===== src/rtl/uart_cmd_pkg.sv =====
// Shared constants for the UART drive-command receiver: FSM encodings,
// command codes, LED patterns and duty levels.
package uart_cmd_pkg;

  typedef logic [2:0] state_t;

  localparam state_t ST_IDLE  = 3'd0;
  localparam state_t ST_START = 3'd1;
  localparam state_t ST_DATA  = 3'd2;
  localparam state_t ST_STOP  = 3'd3;
  localparam state_t ST_BREAK = 3'd4;

  // Clearing bit 5 folds ASCII lower case onto upper case.
  localparam logic [7:0] CASE_FOLD = 8'hDF;
  localparam logic [7:0] CMD_W     = 8'h57;
  localparam logic [7:0] CMD_A     = 8'h41;
  localparam logic [7:0] CMD_S     = 8'h53;
  localparam logic [7:0] CMD_D     = 8'h44;

  localparam logic [3:0] LED_W = 4'b1000;
  localparam logic [3:0] LED_A = 4'b0100;
  localparam logic [3:0] LED_S = 4'b0010;
  localparam logic [3:0] LED_D = 4'b0001;

  localparam int DUTY_FWD  = 100;
  localparam int DUTY_SLOW = 10;

  // Clamp a duty level to what a w-bit output can carry.
  function automatic int sat_duty(input int v, input int w);
    int mx;
    mx = (w >= 31) ? 32'h7FFF_FFFF : ((1 << w) - 1);
    return (v > mx) ? mx : v;
  endfunction

endpackage


===== src/rtl/uart_rx_core.sv =====
// 8N1 oversampling UART receiver: rx synchroniser, tick divider and framing FSM.
// Emits each good byte as a one-cycle strobe, bad stop bits as frame_err.
module uart_rx_core
  import uart_cmd_pkg::*;
#(
  parameter int CLK_HZ     = 50_000_000,
  parameter int BAUD       = 19200,
  parameter int OVERSAMPLE = 16
) (
  input  logic       i_clk,
  input  logic       i_rst,
  input  logic       i_rx,
  output logic       o_valid,
  output logic [7:0] o_byte,
  output logic       o_frame_err,
  output logic       o_busy
);

  localparam int DIV   = (CLK_HZ + (BAUD * OVERSAMPLE) / 2) / (BAUD * OVERSAMPLE);
  localparam int DIV_W = (DIV > 1) ? $clog2(DIV) : 1;
  localparam int CNT_W = $clog2(OVERSAMPLE);

  localparam logic [DIV_W-1:0] DIV_LAST = DIV_W'(DIV - 1);
  localparam logic [CNT_W-1:0] CNT_HALF = CNT_W'(OVERSAMPLE / 2 - 1);
  localparam logic [CNT_W-1:0] CNT_LAST = CNT_W'(OVERSAMPLE - 1);

  logic [1:0]       r_sync;
  state_t           r_state;
  logic [DIV_W-1:0] r_div;
  logic [CNT_W-1:0] r_cnt;
  logic [2:0]       r_idx;
  logic [7:0]       r_shift;
  logic [7:0]       r_byte;
  logic             r_valid;
  logic             r_ferr;

  logic w_rx;
  logic w_tick;

  assign w_rx   = r_sync[1];
  assign w_tick = (r_div == DIV_LAST);

  always_ff @(posedge i_clk or posedge i_rst) begin
    if (i_rst) begin
      r_sync  <= 2'b11;
      r_state <= ST_IDLE;
      r_div   <= '0;
      r_cnt   <= '0;
      r_idx   <= '0;
      r_shift <= '0;
      r_byte  <= '0;
      r_valid <= 1'b0;
      r_ferr  <= 1'b0;
    end else begin
      r_sync  <= {r_sync[0], i_rx};
      r_valid <= 1'b0;
      r_ferr  <= 1'b0;
      r_div   <= w_tick ? '0 : r_div + 1'b1;
      case (r_state)
        ST_IDLE: begin
          // Restart the divider so the start-bit midpoint lands OVERSAMPLE/2 ticks out.
          if (!w_rx) begin
            r_state <= ST_START;
            r_cnt   <= '0;
            r_div   <= '0;
          end
        end
        ST_START: begin
          if (w_tick) begin
            if (r_cnt == CNT_HALF) begin
              r_cnt   <= '0;
              r_idx   <= '0;
              r_state <= w_rx ? ST_IDLE : ST_DATA;
            end else begin
              r_cnt <= r_cnt + 1'b1;
            end
          end
        end
        ST_DATA: begin
          if (w_tick) begin
            if (r_cnt == CNT_LAST) begin
              r_cnt          <= '0;
              r_shift[r_idx] <= w_rx;
              r_idx          <= r_idx + 1'b1;
              if (r_idx == 3'd7) r_state <= ST_STOP;
            end else begin
              r_cnt <= r_cnt + 1'b1;
            end
          end
        end
        ST_STOP: begin
          if (w_tick) begin
            if (r_cnt == CNT_LAST) begin
              r_cnt <= '0;
              if (w_rx) begin
                r_byte  <= r_shift;
                r_valid <= 1'b1;
                r_state <= ST_IDLE;
              end else begin
                r_ferr  <= 1'b1;
                r_state <= ST_BREAK;
              end
            end else begin
              r_cnt <= r_cnt + 1'b1;
            end
          end
        end
        ST_BREAK: begin
          if (w_rx) r_state <= ST_IDLE;
        end
        default: r_state <= ST_IDLE;
      endcase
    end
  end

  assign o_valid     = r_valid;
  assign o_byte      = r_byte;
  assign o_frame_err = r_ferr;
  assign o_busy      = (r_state != ST_IDLE);

endmodule


===== src/rtl/uart_cmd_rx.sv =====
// UART drive-command receiver: decodes W/A/S/D into LED and motor duty words,
// with a watchdog that forces a stop when commands dry up.
module uart_cmd_rx
  import uart_cmd_pkg::*;
#(
  parameter int CLK_HZ      = 50_000_000,
  parameter int BAUD        = 19200,
  parameter int OVERSAMPLE  = 16,
  parameter int DUTY_W      = 8,
  parameter int TIMEOUT_CYC = 50_000_000
) (
  input  logic              clk_50M,
  input  logic              rst,
  input  logic              rx,
  output logic              cmd_valid,
  output logic [7:0]        cmd_byte,
  output logic              frame_err,
  output logic              rx_busy,
  output logic [3:0]        led,
  output logic [DUTY_W-1:0] duty_l,
  output logic [DUTY_W-1:0] duty_r,
  output logic              timeout
);

  localparam logic [DUTY_W-1:0] D_FWD  = DUTY_W'(sat_duty(DUTY_FWD, DUTY_W));
  localparam logic [DUTY_W-1:0] D_SLOW = DUTY_W'(sat_duty(DUTY_SLOW, DUTY_W));

  localparam int WD_W = (TIMEOUT_CYC > 1) ? $clog2(TIMEOUT_CYC) : 1;
  localparam logic [WD_W-1:0] WD_LAST = WD_W'((TIMEOUT_CYC > 0) ? TIMEOUT_CYC - 1 : 0);

  uart_rx_core #(
    .CLK_HZ    (CLK_HZ),
    .BAUD      (BAUD),
    .OVERSAMPLE(OVERSAMPLE)
  ) u_core (
    .i_clk      (clk_50M),
    .i_rst      (rst),
    .i_rx       (rx),
    .o_valid    (cmd_valid),
    .o_byte     (cmd_byte),
    .o_frame_err(frame_err),
    .o_busy     (rx_busy)
  );

  logic [7:0]        w_key;
  logic              w_hit;
  logic [3:0]        w_led;
  logic [DUTY_W-1:0] w_dl;
  logic [DUTY_W-1:0] w_dr;

  assign w_key = cmd_byte & CASE_FOLD;

  always_comb begin
    w_hit = cmd_valid;
    w_led = LED_S;
    w_dl  = '0;
    w_dr  = '0;
    case (w_key)
      CMD_W: begin w_led = LED_W; w_dl = D_FWD;  w_dr = D_FWD;  end
      CMD_A: begin w_led = LED_A; w_dl = D_SLOW; w_dr = D_FWD;  end
      CMD_S: begin w_led = LED_S; w_dl = '0;     w_dr = '0;     end
      CMD_D: begin w_led = LED_D; w_dl = D_FWD;  w_dr = D_SLOW; end
      default: w_hit = 1'b0;
    endcase
  end

  logic [3:0]        r_led;
  logic [DUTY_W-1:0] r_dl;
  logic [DUTY_W-1:0] r_dr;
  logic              r_tmo;
  logic [WD_W-1:0]   r_wd;

  // A recognised command outranks watchdog expiry in the same cycle.
  always_ff @(posedge clk_50M or posedge rst) begin
    if (rst) begin
      r_led <= '0;
      r_dl  <= '0;
      r_dr  <= '0;
      r_tmo <= 1'b0;
      r_wd  <= '0;
    end else if (w_hit) begin
      r_led <= w_led;
      r_dl  <= w_dl;
      r_dr  <= w_dr;
      r_tmo <= 1'b0;
      r_wd  <= '0;
    end else if ((TIMEOUT_CYC != 0) && !r_tmo) begin
      if (r_wd == WD_LAST) begin
        r_tmo <= 1'b1;
        r_led <= LED_S;
        r_dl  <= '0;
        r_dr  <= '0;
      end else begin
        r_wd <= r_wd + 1'b1;
      end
    end
  end

  assign led     = r_led;
  assign duty_l  = r_dl;
  assign duty_r  = r_dr;
  assign timeout = r_tmo;

endmodule


===== config.mk =====
export PLATFORM = sky130hd
export DESIGN_NAME = uart_cmd_rx
export DESIGN_NICKNAME = d
export VERILOG_FILES = /design/src/rtl/uart_cmd_pkg.sv /design/src/rtl/uart_rx_core.sv /design/src/rtl/uart_cmd_rx.sv
export SDC_FILE = /design/constraint.sdc
export NUM_CORES = 1
export LEC_CHECK = 0
export BUFFER_PORTS_ARGS = -buffer_cell sky130_fd_sc_hd__buf_2
export CAP_MARGIN = 20
export CORE_MARGIN = 4
export CORE_UTILIZATION = 51
export DETAILED_ROUTE_END_ITERATION = 8
export GPL_ROUTABILITY_DRIVEN = 0
export MAX_ROUTING_LAYER = met4
export PLACE_DENSITY = 0.74
export SYNTH_ARGS = -nofsm -noshare
export SYNTH_HDL_FRONTEND = slang
export SYNTH_HIERARCHICAL = 1
export SYNTH_SLANG_ARGS = --single-unit

===== constraint.sdc =====
create_clock -name clk_50M -period 3.08 [get_ports clk_50M]
set_input_delay 0 -clock clk_50M [delete_from_list [all_inputs] [get_ports clk_50M]]
set_output_delay 0 -clock clk_50M [all_outputs]
set_load 0.1 [all_outputs]

; Yosys cells after proc, flatten, opt, wreduce, memory -nomap -nowiden
; Cells that the tools add are included.
[totals]
in_bits = 3
output_inout_bits = 32
ff_bits = 85
word_cells = 116
[op_classes]
addsub = 4
eq_ne = 25
mux = 54
reduce_logical = 17
order_cmp = 2
[op_table]
columns = operator, n
row1 = $mux W26, 3
row2 = $mux W8, 7
row3 = $mux W3, 14
row4 = $mux W4, 8
row5 = $eq A7 B6 Y1 const B, 4
row6 = $pmux W7 S2, 2
row7 = $add A26 B1 Y26 const B, 1
row8 = $eq A26 B26 Y1 const B, 1
row9 = $pmux W4 S3, 2
row10 = $ne A2 B1 Y1 const B, 9
row11 = $pmux W3 S5, 1
row12 = $mux W1, 13
row13 = $reduce_and A9 Y1, 1
row14 = $add A8 B1 Y8 const B, 1
row15 = $bwmux W8, 1
row16 = $eq A8 B8 Y1 const B, 1
row17 = $reduce_and A4 Y1, 2
row18 = $eq A3 B2 Y1 const B, 2
row19 = $eq A3 B3 Y1 const B, 2
row20 = $ne A2 B2 Y1 const B, 3
row21 = $pmux W3 S2, 1
row22 = $reduce_bool A3 Y1, 2
row23 = $reduce_or A2 Y1, 3
row24 = $reduce_and A5 Y1, 1
row25 = other kinds (15), 17

; Logic depth before layout (Yosys ltp)
; Gate-level depths: netlist of the first run.
[depth]
ltp_word = 5
ltp_mapped = 7
depth_no_buf = 6

; By module
; The synthesis of the first run kept the hierarchy.
[modules_own_cells]
columns = module, seq_area_each_um2, cells_each, area_per_inst_um2, n_inst
row1 = uart_rx_core, 953.4, 165, 1863.0, 1
row2 = uart_cmd_rx, 850.8, 190, 1849.3, 1

; Least setup slack after synthesis of the first run
; No wires, ideal clock.
[synth_timing]
path_type = reg-to-reg
startpoint = register u_core.r_byte[0] (netlist: u_core/o_byte[0])
endpoint = register r_led[3] (netlist: led[3])
path_buffers = 1
arrival_time_ns = 2.187
path_stages_with_launch = 7
period_less_slack_ns = 2.306
slack_ns = 0.774
required_ns = 2.961
setup_time_ns = 0.119
path_cell_list = dfrtp_1 xnor2_1 or3_1 a21bo_2 buf_2 o21a_1 a2bb2o_4
[synth_between]
elab_chain_cells = 5
elab_cells_between_ends = 11
cone_classes = 5 x eq/ne / 3 x mux / 3 x reduce/logical
[synth_lines]
columns = element, line
row1 = "start, declared", uart_rx_core.sv:33  ; logic [7:0] r_byte;
row2 = "start signal, assigned", uart_rx_core.sv:96  ; r_byte <= r_shift;
row3 = $eq A7 B6 Y1, uart_cmd_rx.sv:58  ; case (w_key)
row4 = $reduce_or A4 Y1 (no line), n/a
row5 = $mux W1, uart_cmd_rx.sv:58
row6 = $ne A2 B2 Y1 (no line) / $reduce_bool A2 Y1 (equally long branches), n/a
row7 = $reduce_and A2 Y1 (no line), n/a
row8 = "end signal, assigned", uart_cmd_rx.sv:82  ; r_led <= w_led;
row9 = "end, declared", uart_cmd_rx.sv:67  ; logic [3:0] r_led;
; Several ways; a longest one is shown, not always the timed one.
; A chain may end at the register's enable or synchronous reset.

; Worst setup path after layout of the first run
[layout_timing]
startpoint = register u_core.r_state[1]
endpoint = register u_core.r_shift[4]
[layout_between]
elab_chain_cells = 2
[layout_lines]
columns = element, line
row1 = "start, declared", uart_rx_core.sv:28  ; state_t r_state;
row2 = "start signal, assigned", uart_rx_core.sv:73  ; r_state <= w_rx ? ST_IDLE : ST_DATA;
row3 = $eq A3 B2 Y1, uart_rx_core.sv:59  ; case (r_state)
row4 = $reduce_and A3 Y1 (no line), n/a
row5 = "end signal, assigned by index", uart_rx_core.sv:83  ; r_shift[r_idx] <= w_rx;
row6 = "end, declared", uart_rx_core.sv:32  ; logic [7:0] r_shift;
; No other way between the ends.

==> flow_metrics.py, run 1 <==
metrics = {
    "status": {
        "status": "finished, final reports clean",
    },
    "setup_path": {
        "path_max_fanout": 13,
        "r2r-start": "u_core/r_state[1]$_DFFE_PP0P_",
        "end_kind": "flip-flop",
        "reg2regPathDepth": 4,
        "cp_top_family": "simple AND/OR/NAND/NOR gates",
        "path_buf_inv": 0,
        "cpMaxStageDelayCell": "dfrtp_1",
        "crit_path_start_kind": "flip-flop",
        "arrival_ns": 2.37,
        "cp_common_cell": "nor3b_1",
        "r2r-end": "u_core/r_shift[4]$_DFFE_PP0P_",
        "cp_cell_sequence": "nor3b_1 -> nand4_1 -> nor3b_1 -> mux2_2",
        "rrSetupSlack_ns": 0.93,
        "required_ns": 3.30,
        "worstSetupPathType": "flip-flop to flip-flop",
        "slowest_delay_ns": 0.56,
    },
    "clock_network": {
        "cts_resized": 0,
        "cts.sinks": 72,
        "h-tree-depth": 3,
        "cts_buffer_depth": 2,
        "cts_tree": "yes",
        "cts_setup_buffers": 0,
        "clock_latency_ns": 0.34,
        "root_buffer": "clkbuf_8",
        "clk_pin_slew_ns": 0.08,
        "cts_made_buffers": 9,
    },
    "synthesis": {
        "syn_avg_cell_area_um2": 10.5,
        "synth_area_um2": 3710,
        "synth_flop_cell": "dfrtp_1",
        "synth_edf_count": 0,
        "ys_seq_area_share_pct": 48.6,
        "synthXorXnorAreaFrac_pct": 6.37,
        "ys_ff_latch": 72,
        "synth_compound_area_share_pct": 8.46,
        "async_flop_share_pct": 100,
        "syn-instance-count": 355,
        "synthMuxAreaShare_pct": 5.66,
        "synth-simple-area-share_pct": 23.6,
        "synthAdderAreaFrac_pct": 2.02,
        "synth_top_family_by_area": "simple AND/OR/NAND/NOR gates",
        "ys.warnings.count": 6,
        "synth.distinct_cells": 64,
    },
    "detailed_routing": {
        "firstDrtPassIters": 4,
        "drtIter0Drc": 105,
        "ant_nets": 0,
        "dr_total_vias": 2702,
        "drc_errors": 0,
        "wl_um": 7090,
        "viasPerCell": 5.61,
        "wl_per_cell_um": 14.7,
    },
    "place": {
        "hpwl_um": 5000,
        "place_inst": 464,
        "io_buffers": 28,
    },
    "timing": {
        "relSlewSlack_pct": 45.4,
        "setup_viol": 0,
        "period_share_pct": 69.7,
        "hold_viol": 0,
        "setup_tns_ns": 0,
        "fmax_mhz": 466,
        "hold_slack_ns": 0.294,
        "worst_clock_skew_ns": 0.0131,
        "min_period_ns": 2.15,
        "tightest_slew_ns": 0.812,
        "grt_setup_unrepaired": "false",
        "maxSlewViolCount": 0,
    },
    "min_path": {
        "hold_path_depth": 2,
        "worst_hold_path_type": "input port to flip-flop",
        "hold_start": "rx",
        "min_to": "u_core/r_sync[0]$_DFF_PP1_",
    },
    "grt": {
        "antenna_found_initial": 0,
        "grt_pass1_vias": 2724,
        "grt_pass1_wl_um": 12800,
        "grt_max_degree": 35,
        "grt_util_all_layers_pct": 18.9,
        "overflow": 0,
    },
    "power_and_ir_drop": {
        "power.density_nw_per_um2": 450,
        "leakagePower_nw": 2.02,
        "peakVddDrop_mv": 0.300,
        "power_w": 0.00185,
    },
    "die": {
        "fp.dieArea_um2": 8710,
        "dieHeight_um": 93.3,
        "fp.dieW_um": 93.3,
        "core_um2": 6940,
        "boundaryPins": 35,
        "rows": 30,
        "initial_core_util_pct": 53.5,
    },
    "finish": {
        "synthToLayoutAreaGrowth_pct": 10.8,
        "n_antenna_cell": 0,
        "drive_gt1_share_pct": 20.5,
        "instances_no_fill": 482,
        "nNetsFinal": 390,
        "fin_util_pct": 59.2,
    },
    "flow_run": {
        "drv_cap": 0,
    },
}
[worst max-delay path by stage]
stage	from	slack, ns	cells past startpoint	endpoint
after floorplan	u_core/o_byte[0]$_DFFE_PP0P_	0.77	6	led[3]$_DFFE_PP0P_
after global placement	u_core/r_state[1]$_DFFE_PP0P_	0.99	4	u_core/r_shift[4]$_DFFE_PP0P_
after detailed placement	u_core/r_div[0]$_DFF_PP0_	0.96	5	u_core/o_byte[2]$_DFFE_PP0P_
after CTS	u_core/r_div[0]$_DFF_PP0_	0.94	5	u_core/o_byte[2]$_DFFE_PP0P_
after global routing	u_core/r_state[1]$_DFFE_PP0P_	0.69	4	u_core/r_shift[4]$_DFFE_PP0P_
final	u_core/r_state[1]$_DFFE_PP0P_	0.93	4	u_core/r_shift[4]$_DFFE_PP0P_
[placed cells by master, fill, tap and decap left out, types with 2 or more instances in the layout]
cell type       n
nand3b_1        3
or3_1           4
dfstp_2         2
nor3b_1         3
a21bo_2         2
a31oi_1         4
o211ai_1        3
mux2_2         16
nor3_1          5
dlygate4sd3_1   2
nand4b_1        3
o31ai_1         2
nand2b_1        3
or4_1           4
a21o_1          4
xnor2_1         4
buf_4           3
xor2_1         23
o21ai_1         2
dfrtp_1        70
bufinv_16       2
nor4_1          5
mux2i_1         3
nor2b_1         2
nand2_1        25
nand4_1        13
and2_1          2
ha_1            6
o21ai_0         6
a21oi_1         6
buf_2          28
nand3_1        21
inv_1          11
nor2_1         39
clkbuf_8       11
conb_1          6
and3_1          7
[report_power, final]
group	switching (W)	total [W]	internal (W)	leakage (nW)
logic	0.0000512	0.0000566	0.00000540	0.934
clock network	0.000342	0.000844	0.000502	0.113
registers	0.00000334	0.000951	0.000947	0.970
[flip-flops by register name (all words and copies together), names as in the netlist, 2 cells and up]
name	flops
u_core/r_sync	2
duty_r	2
u_core/o_byte	8
u_core/r_state	3
u_core/r_cnt	4
u_core/r_div	8
u_core/r_shift	8
r_wd	26
u_core/r_idx	3
led	4
[synth_stat cells (2+ instances only)]
library cell,count,area (µm²)
a21oi_1,6,30.0
o211ai_1,3,22.5
nor3b_1,3,22.5
dfstp_2,2,52.6
inv_1,11,41.3
mux2_2,16,180
nor4_1,5,31.3
nand4_1,13,81.3
a21bo_2,2,20.0
o21ai_0,6,30.0
buf_4,14,105
nand2_1,25,93.8
o21ai_1,2,10.0
nor3_1,5,25.0
nand3_1,21,105
nand4b_1,3,26.3
xnor2_1,4,35.0
nor2b_1,2,12.5
mux2i_1,3,30.0
a31oi_1,4,25.0
and2_1,2,12.5
or3_1,4,25.0
ha_1,6,75.1
nand3b_1,3,22.5
clkbuf_1,4,15.0
buf_2,4,20.0
a21o_1,4,30.0
o31ai_1,2,15.0
nor2_1,39,146
xor2_1,23,201
nand2b_1,3,18.8
and3_1,7,43.8
or4_1,4,30.0
dfrtp_1,70,1750
[what timing repair did]
item / in CTS / in global routing
hold buffers: 2 / 0
setup endpoints to repair: 0 / 0
hold endpoints to repair: 52 / 0
[through the flow]
step	cell area (µm²)	worst slack, ns
6_report	4110	0.932
5_1_grt	4110	0.694
4_1_cts	4110	0.941
3_5_place_dp	3860	0.963
3_3_place_gp	3860	0.992
2_1_floorplan	3730	0.774
[logic make-up after synthesis]
group,count (synthesis)
AND/OR/NAND/NOR,154
flip-flops,72
AO/OA/AOI/OAI,42
buffers and inverters,34
XOR/XNOR,27
multiplexers,19
adder cells (fa/ha/maj),6
other,1
[final cells by class]
cell class | count | area [µm²]
inverters | 11 | 41.3
clock inverters | 4 | 76.3
multi-input cells | 254 | 1730
repair buffers | 33 | 183
clock buffers | 12 | 155
well taps | 96 | 120
fillers | 586 | 2830
flip-flops and latches | 72 | 1800
[per-layer routing]
| layer | routed length [µm] | global-route usage (%) | up-vias |
|---|---|---|---|
| met5 | 0 | - | - |
| met4 | 72 | 5.37 | 0 |
| met3 | 381 | 5.63 | 8 |
| met2 | 3350 | 29.5 | 66 |
| met1 | 3290 | 24.1 | 1324 |
| li1 | - | - | 1304 |
Power figures use the tool's default switching activity.
==> run 2, diff against run 1 <==
- PLACE_DENSITY: 0.74 -> 0.77
- clock period: 3.08 -> 1.85 ns (I/O delays scaled with it)
==> run 2 against run 1 <==
  * The run now ends with negative setup slack left
  * Critical path depth grew 2
  * Flip-flop and latch count did not move
  * Register-to-register slack lost 1.0 ns
  * Via count is 4.9% higher
  * Core utilization is 6.4 points higher
  * Clock-buffer cell count decreased by 1
  * Global-route usage rose by 0.18 points
  * Clock power up 95%
  * Worst hold slack improved by 0.0070 ns
  * Cell count grew 7.7%
  * First-iteration DRC count is 18% higher
  * Non-clock buffer count grew 37
  * Critical endpoint is now u_core/r_shift[1]$_DFFE_PP0P_
  * Largest cell class unchanged
==> flow_metrics.py, run 2 (synthesis results as in run 1) <==
metrics = {
    "setup_path": {
        "worstSetupPathType": "flip-flop to flip-flop",
        "path_max_fanout": 4,
        "path_buf_inv": 1,
        "cp_cell_sequence": "inv_1 -> ha_1 -> or3b_4 -> nor4b_4 -> nand3_1 -> mux2_2",
        "cpMaxStageDelayCell": "or3b_4",
        "end_kind": "flip-flop",
        "slowest_delay_ns": 0.42,
        "crit_path_start_kind": "flip-flop",
        "arrival_ns": 2.15,
        "required_ns": 2.08,
        "cp_top_family": "simple AND/OR/NAND/NOR gates",
    },
    "die": {
        "dieHeight_um": 93.3,
        "fp.dieArea_um2": 8710,
        "fp.dieW_um": 93.3,
        "boundaryPins": 35,
        "rows": 30,
        "initial_core_util_pct": 53.5,
        "core_um2": 6940,
    },
    "clock_network": {
        "cts_tree": "yes",
        "cts_buffer_depth": 2,
        "cts_made_buffers": 9,
        "clk_pin_slew_ns": 0.07,
        "h-tree-depth": 3,
        "root_buffer": "clkbuf_8",
        "clock_latency_ns": 0.34,
        "cts.sinks": 72,
    },
    "grt": {
        "grt_max_degree": 39,
        "overflow": 0,
        "grt_pass1_vias": 2833,
        "antenna_found_initial": 0,
        "grt_pass1_wl_um": 13100,
        "grt_util_all_layers_pct": 19.1,
    },
    "power_and_ir_drop": {
        "leakagePower_nw": 2.22,
        "peakVddDrop_mv": 0.411,
        "power.density_nw_per_um2": 729,
    },
    "detailed_routing": {
        "drc_errors": 0,
        "ant_nets": 0,
        "drtIter0Drc": 124,
        "viasPerCell": 5.46,
        "firstDrtPassIters": 4,
        "dr_total_vias": 2834,
        "wl_um": 7860,
        "wl_per_cell_um": 15.1,
    },
    "finish": {
        "largest_reg_flops": 26,
        "nNetsFinal": 427,
        "final_area_um2": 4560,
        "fillers": 521,
        "drive_gt1_share_pct": 33.1,
        "final_cell_mix": "dfrtp_1, nor2_1, buf_4, buf_2, nand2_1",
        "n_antenna_cell": 0,
        "regMostFlops": "r_wd",
        "final_common_cell": "dfrtp_1",
        "synthToLayoutAreaGrowth_pct": 22.8,
    },
    "min_path": {
        "worst_hold_path_type": "input port to flip-flop",
    },
    "timing": {
        "setup_tns_ns": -0.218,
        "setup_viol": 4,
        "worst_clock_skew_ns": 0.00638,
        "maxSlewViolCount": 0,
        "min_period_ns": 1.92,
        "period_share_pct": 104,
        "hold_viol": 0,
        "fmax_mhz": 522,
        "grt_setup_unrepaired": "true",
        "setup_slack_ns": -0.0665,
    },
    "place": {
        "hpwl_um": 5380,
        "io_buffers": 28,
        "preCtsSetupSlack_ns": -0.0717,
        "place_area_um2": 4170,
    },
    "flow_run": {
        "drv_cap": 0,
    },
    "status": {
        "violations": "negative setup slack",
        "status": "complete, but fails checks",
    },
}
run 2: cell types whose count changed in the layout (fill, tap and decap cells not counted), sizes merged:
cell | previous run | this run
bufinv | 2 | 4
buf | 31 | 67
clkinv | 1 | 0
run 2: path summary, 6_finish.rpt:
kind | start | end | slack (ns) | cells past startpoint
worst max-delay path | u_core/r_div[0]$_DFF_PP0_ | u_core/r_shift[1]$_DFFE_PP0P_ | -0.07 | 6
worst min register to register | u_core/r_sync[0]$_DFF_PP1_ | u_core/r_sync[1]$_DFF_PP1_ | 0.36 | 0
worst max register to register | u_core/r_div[0]$_DFF_PP0_ | u_core/r_shift[1]$_DFFE_PP0P_ | -0.07 | 6
max in group asynchronous | rst | u_core/o_byte[0]$_DFFE_PP0P_ | 1.13 | 4
min in group asynchronous | rst | duty_r[3]$_DFFE_PP0P_ | 0.35 | 4
worst min-delay path | rx | u_core/r_sync[0]$_DFF_PP1_ | 0.30 | 2
run 2: final cells by class:
type,instances,area [µm²],area share (%)
Tap cell,96,120,2.63
Clock inverter,5,128,2.80
Inverter,11,41.3,0.906
Timing Repair Buffer,70,494,10.8
Multi-Input combinational cell,254,1810,39.8
Clock buffer,11,141,3.10
Sequential cell,72,1820,39.9
run 2: what timing repair did:
action / 4_1_cts / 5_1_grt
cloned: 0 / 1
hold buffers: 2 / 0
endpoints found under the hold margin: 71 / 0
setup buffers: 0 / 2
pin swaps: 1 / 5
gates resized for setup: 0 / 13
endpoints found under the setup margin: 4 / 33
run 2: stage by stage:
stage	hold slack [ns]	total power [W]	util (%)	cells
3_3_place_gp	0.106	0.00171	60.0	498
2_1_floorplan	0.00448	0.00170	-	360
4_1_cts	0.273	0.00337	64.1	516
3_5_place_dp	0.106	0.00171	60.0	498
6_report	0.301	0.00333	65.7	519
5_1_grt	0.298	0.00343	65.7	519
run 2: worst reg2reg max path: cells and delay by family (launching register included):
kind                     cells  cell delay (ns)
adder cells (fa/ha/maj)      1             0.15
AND/OR/NAND/NOR              3             0.93
flip-flops                   1             0.38
buffers and inverters        1             0.06
multiplexers                 1             0.29
run 2: per-layer routing:
metal	global-route usage [%]	vias up	share of wire, %
met5	-	-	0
met4	5.49	0	0.79
met3	4.34	7	2.5
met2	32.9	40	54
met1	22.4	1419	43
li1	-	1368	-
run 2: power by group:
group	total (W)	switching [W]	internal, W	leakage [nW]
clock	0.00165	0.000578	0.00107	0.130
sequential	0.00158	0.000000900	0.00158	0.954
combinational	0.000101	0.0000903	0.0000105	1.13
==> run 3, diff against run 2 <==
- MAX_ROUTING_LAYER: met4 -> default
==> run 3 against run 2 <==
  * The run still ends with negative setup slack left
  * Sequential power is essentially flat
  * Core utilization about the same
  * Clock skew about the same
  * Via count hardly changed
  * Fmax decreased by 0.24%
  * Cell count stayed put
==> flow_metrics.py, run 3 (synthesis results as in run 1) <==
metrics = {
    "power_and_ir_drop": {
        "power_frac_comb_pct": 3.0,
        "peakVddDrop_mv": 0.412,
        "p_int_w": 0.00266,
        "p_switching_w": 0.000665,
        "switching_share_pct": 20.0,
        "p_clk_share_pct": 49.5,
        "power.density_nw_per_um2": 728,
        "leakagePower_nw": 2.21,
        "seqPwrFrac_pct": 47.5,
    },
    "finish": {
        "seqCellArea_um2": 1820,
        "drive_gt1_share_pct": 33.3,
        "synthToLayoutAreaGrowth_pct": 22.9,
        "fin_util_pct": 65.7,
        "largest_reg_flops": 26,
        "final_area_um2": 4560,
        "fillers": 520,
        "final_cell_mix": "dfrtp_1, nor2_1, buf_4, buf_2, nand2_1",
        "multi_input_area_um2": 1820,
        "nNetsFinal": 427,
        "n_antenna_cell": 0,
        "final_common_cell": "dfrtp_1",
        "regMostFlops": "r_wd",
    },
    "flow_run": {
        "drv_cap": 0,
    },
    "detailed_routing": {
        "ant_nets": 0,
        "wl_per_cell_um": 15.1,
        "drc_errors": 0,
        "drtIter0Drc": 103,
        "viasPerCell": 5.46,
        "dr_total_vias": 2832,
        "wl_um": 7860,
        "firstDrtPassIters": 4,
    },
    "timing": {
        "setup_slack_ns": -0.0712,
        "setup_viol": 4,
        "maxSlewViolCount": 0,
        "min_period_ns": 1.92,
        "fmax_mhz": 521,
        "grt_setup_unrepaired": "true",
        "worst_clock_skew_ns": 0.00608,
        "hold_viol": 0,
        "period_share_pct": 104,
    },
    "grt": {
        "grt_max_degree": 39,
        "gr-usage-met2_pct": 32.9,
        "overflow": 0,
        "grt_util_all_layers_pct": 18.6,
        "grt_pass1_vias": 2844,
        "grtUsageMet3_pct": 4.99,
        "gr-usage-met1_pct": 22.2,
        "antenna_found_initial": 0,
        "grt_pass1_wl_um": 13000,
        "busiest_layer": "met2",
    },
    "setup_path": {
        "path_max_fanout": 4,
        "rrSetupSlack_ns": -0.07,
        "end_kind": "flip-flop",
        "worstSetupPathType": "flip-flop to flip-flop",
        "arrival_ns": 2.15,
        "crit_path_start_kind": "flip-flop",
        "required_ns": 2.08,
    },
    "clock_network": {
        "cts.sinks": 72,
        "cts_made_buffers": 9,
        "cts_buffer_depth": 2,
        "clk_pin_slew_ns": 0.07,
        "clock_latency_ns": 0.34,
        "cts_tree": "yes",
        "root_buffer": "clkbuf_8",
        "h-tree-depth": 3,
    },
    "place": {
        "io_buffers": 28,
        "place_area_um2": 4170,
        "preCtsSetupSlack_ns": -0.0717,
        "hpwl_um": 5380,
    },
    "min_path": {
        "worst_hold_path_type": "input port to flip-flop",
    },
    "die": {
        "initial_core_util_pct": 53.5,
        "fp.dieArea_um2": 8710,
        "rows": 30,
        "fp.dieW_um": 93.3,
        "boundaryPins": 35,
        "dieHeight_um": 93.3,
        "core_um2": 6940,
    },
    "status": {
        "status": "complete, but fails checks",
        "violations": "negative setup slack",
    },
}
[run 3: cell count changes in the layout (fill, tap and decap cells not counted)]
cell	change
nand2_1	-1
nand2_2	+1
[run 3: layer usage]
layer | up-vias | wire length [µm] | share of wire [%]
met2 | 37 | 4230 | 54
met3 | 5 | 207 | 2.6
met1 | 1422 | 3370 | 43
met4 | 0 | 48 | 0.61
met5 | - | 0 | 0
li1 | 1368 | - | -
[run 3: final cells by class]
class / instances / area share [%]
timing repair buffer: 70 / 10.8
inverter: 11 / 0.905
tap: 96 / 2.63
clock inverter: 5 / 2.80
multi-input combinational: 254 / 39.8
sequential: 72 / 39.9
clock buffer: 11 / 3.10
[run 3: critical path, stage by stage (launching register included)]
cell     delay [ns]
dfrtp_1        0.38
inv_1          0.06
ha_1           0.15
or3b_4         0.42
nor4b_4        0.36
nand3_1        0.15
mux2_2         0.29
[run 3: power groups by stage]
stage	Sequential [W]	Combinational (W)	Clock, W
2_1_floorplan	0.00161	0.0000902	0
3_3_place_gp	0.00161	0.0000977	0
3_5_place_dp	0.00161	0.0000993	0
4_1_cts	0.00158	0.000102	0.00169
5_1_grt	0.00158	0.000109	0.00175
6_report	0.00158	0.000101	0.00164
[run 3: worst paths after layout]
kind,from,endpoint,depth (start not counted)
setup / recovery,u_core/r_div[0]$_DFF_PP0_,u_core/r_shift[1]$_DFFE_PP0P_,6
hold / removal,rx,u_core/r_sync[0]$_DFF_PP1_,2
setup reg to reg,u_core/r_div[0]$_DFF_PP0_,u_core/r_shift[1]$_DFFE_PP0P_,6
hold reg to reg,u_core/r_sync[0]$_DFF_PP1_,u_core/r_sync[1]$_DFF_PP1_,0
max in group asynchronous,rst,u_core/o_byte[0]$_DFFE_PP0P_,4
min in group asynchronous,rst,duty_r[5]$_DFFE_PP0P_,4
[run 3: repair_timing]
item | 4_1_cts | 5_1_grt
buffers inserted | 0 | 2
pin swaps | 1 | 5
endpoints found under the setup margin | 4 | 33
cloned | 0 | 1
endpoints found under the hold margin | 71 | 0
hold buffers | 2 | 0
resized for setup | 0 | 14
[run 3: metrics by stage]
stage	setup TNS (ns)	cells	hold slack (ns)	total power (W)
6_report	-0.238	519	0.302	0.00332
5_1_grt	-0.884	519	0.295	0.00343
4_1_cts	-0.331	516	0.273	0.00337
3_5_place_dp	-0.181	498	0.106	0.00171
3_3_place_gp	0	498	0.106	0.00171
2_1_floorplan	-0.153	360	0.00448	0.00170
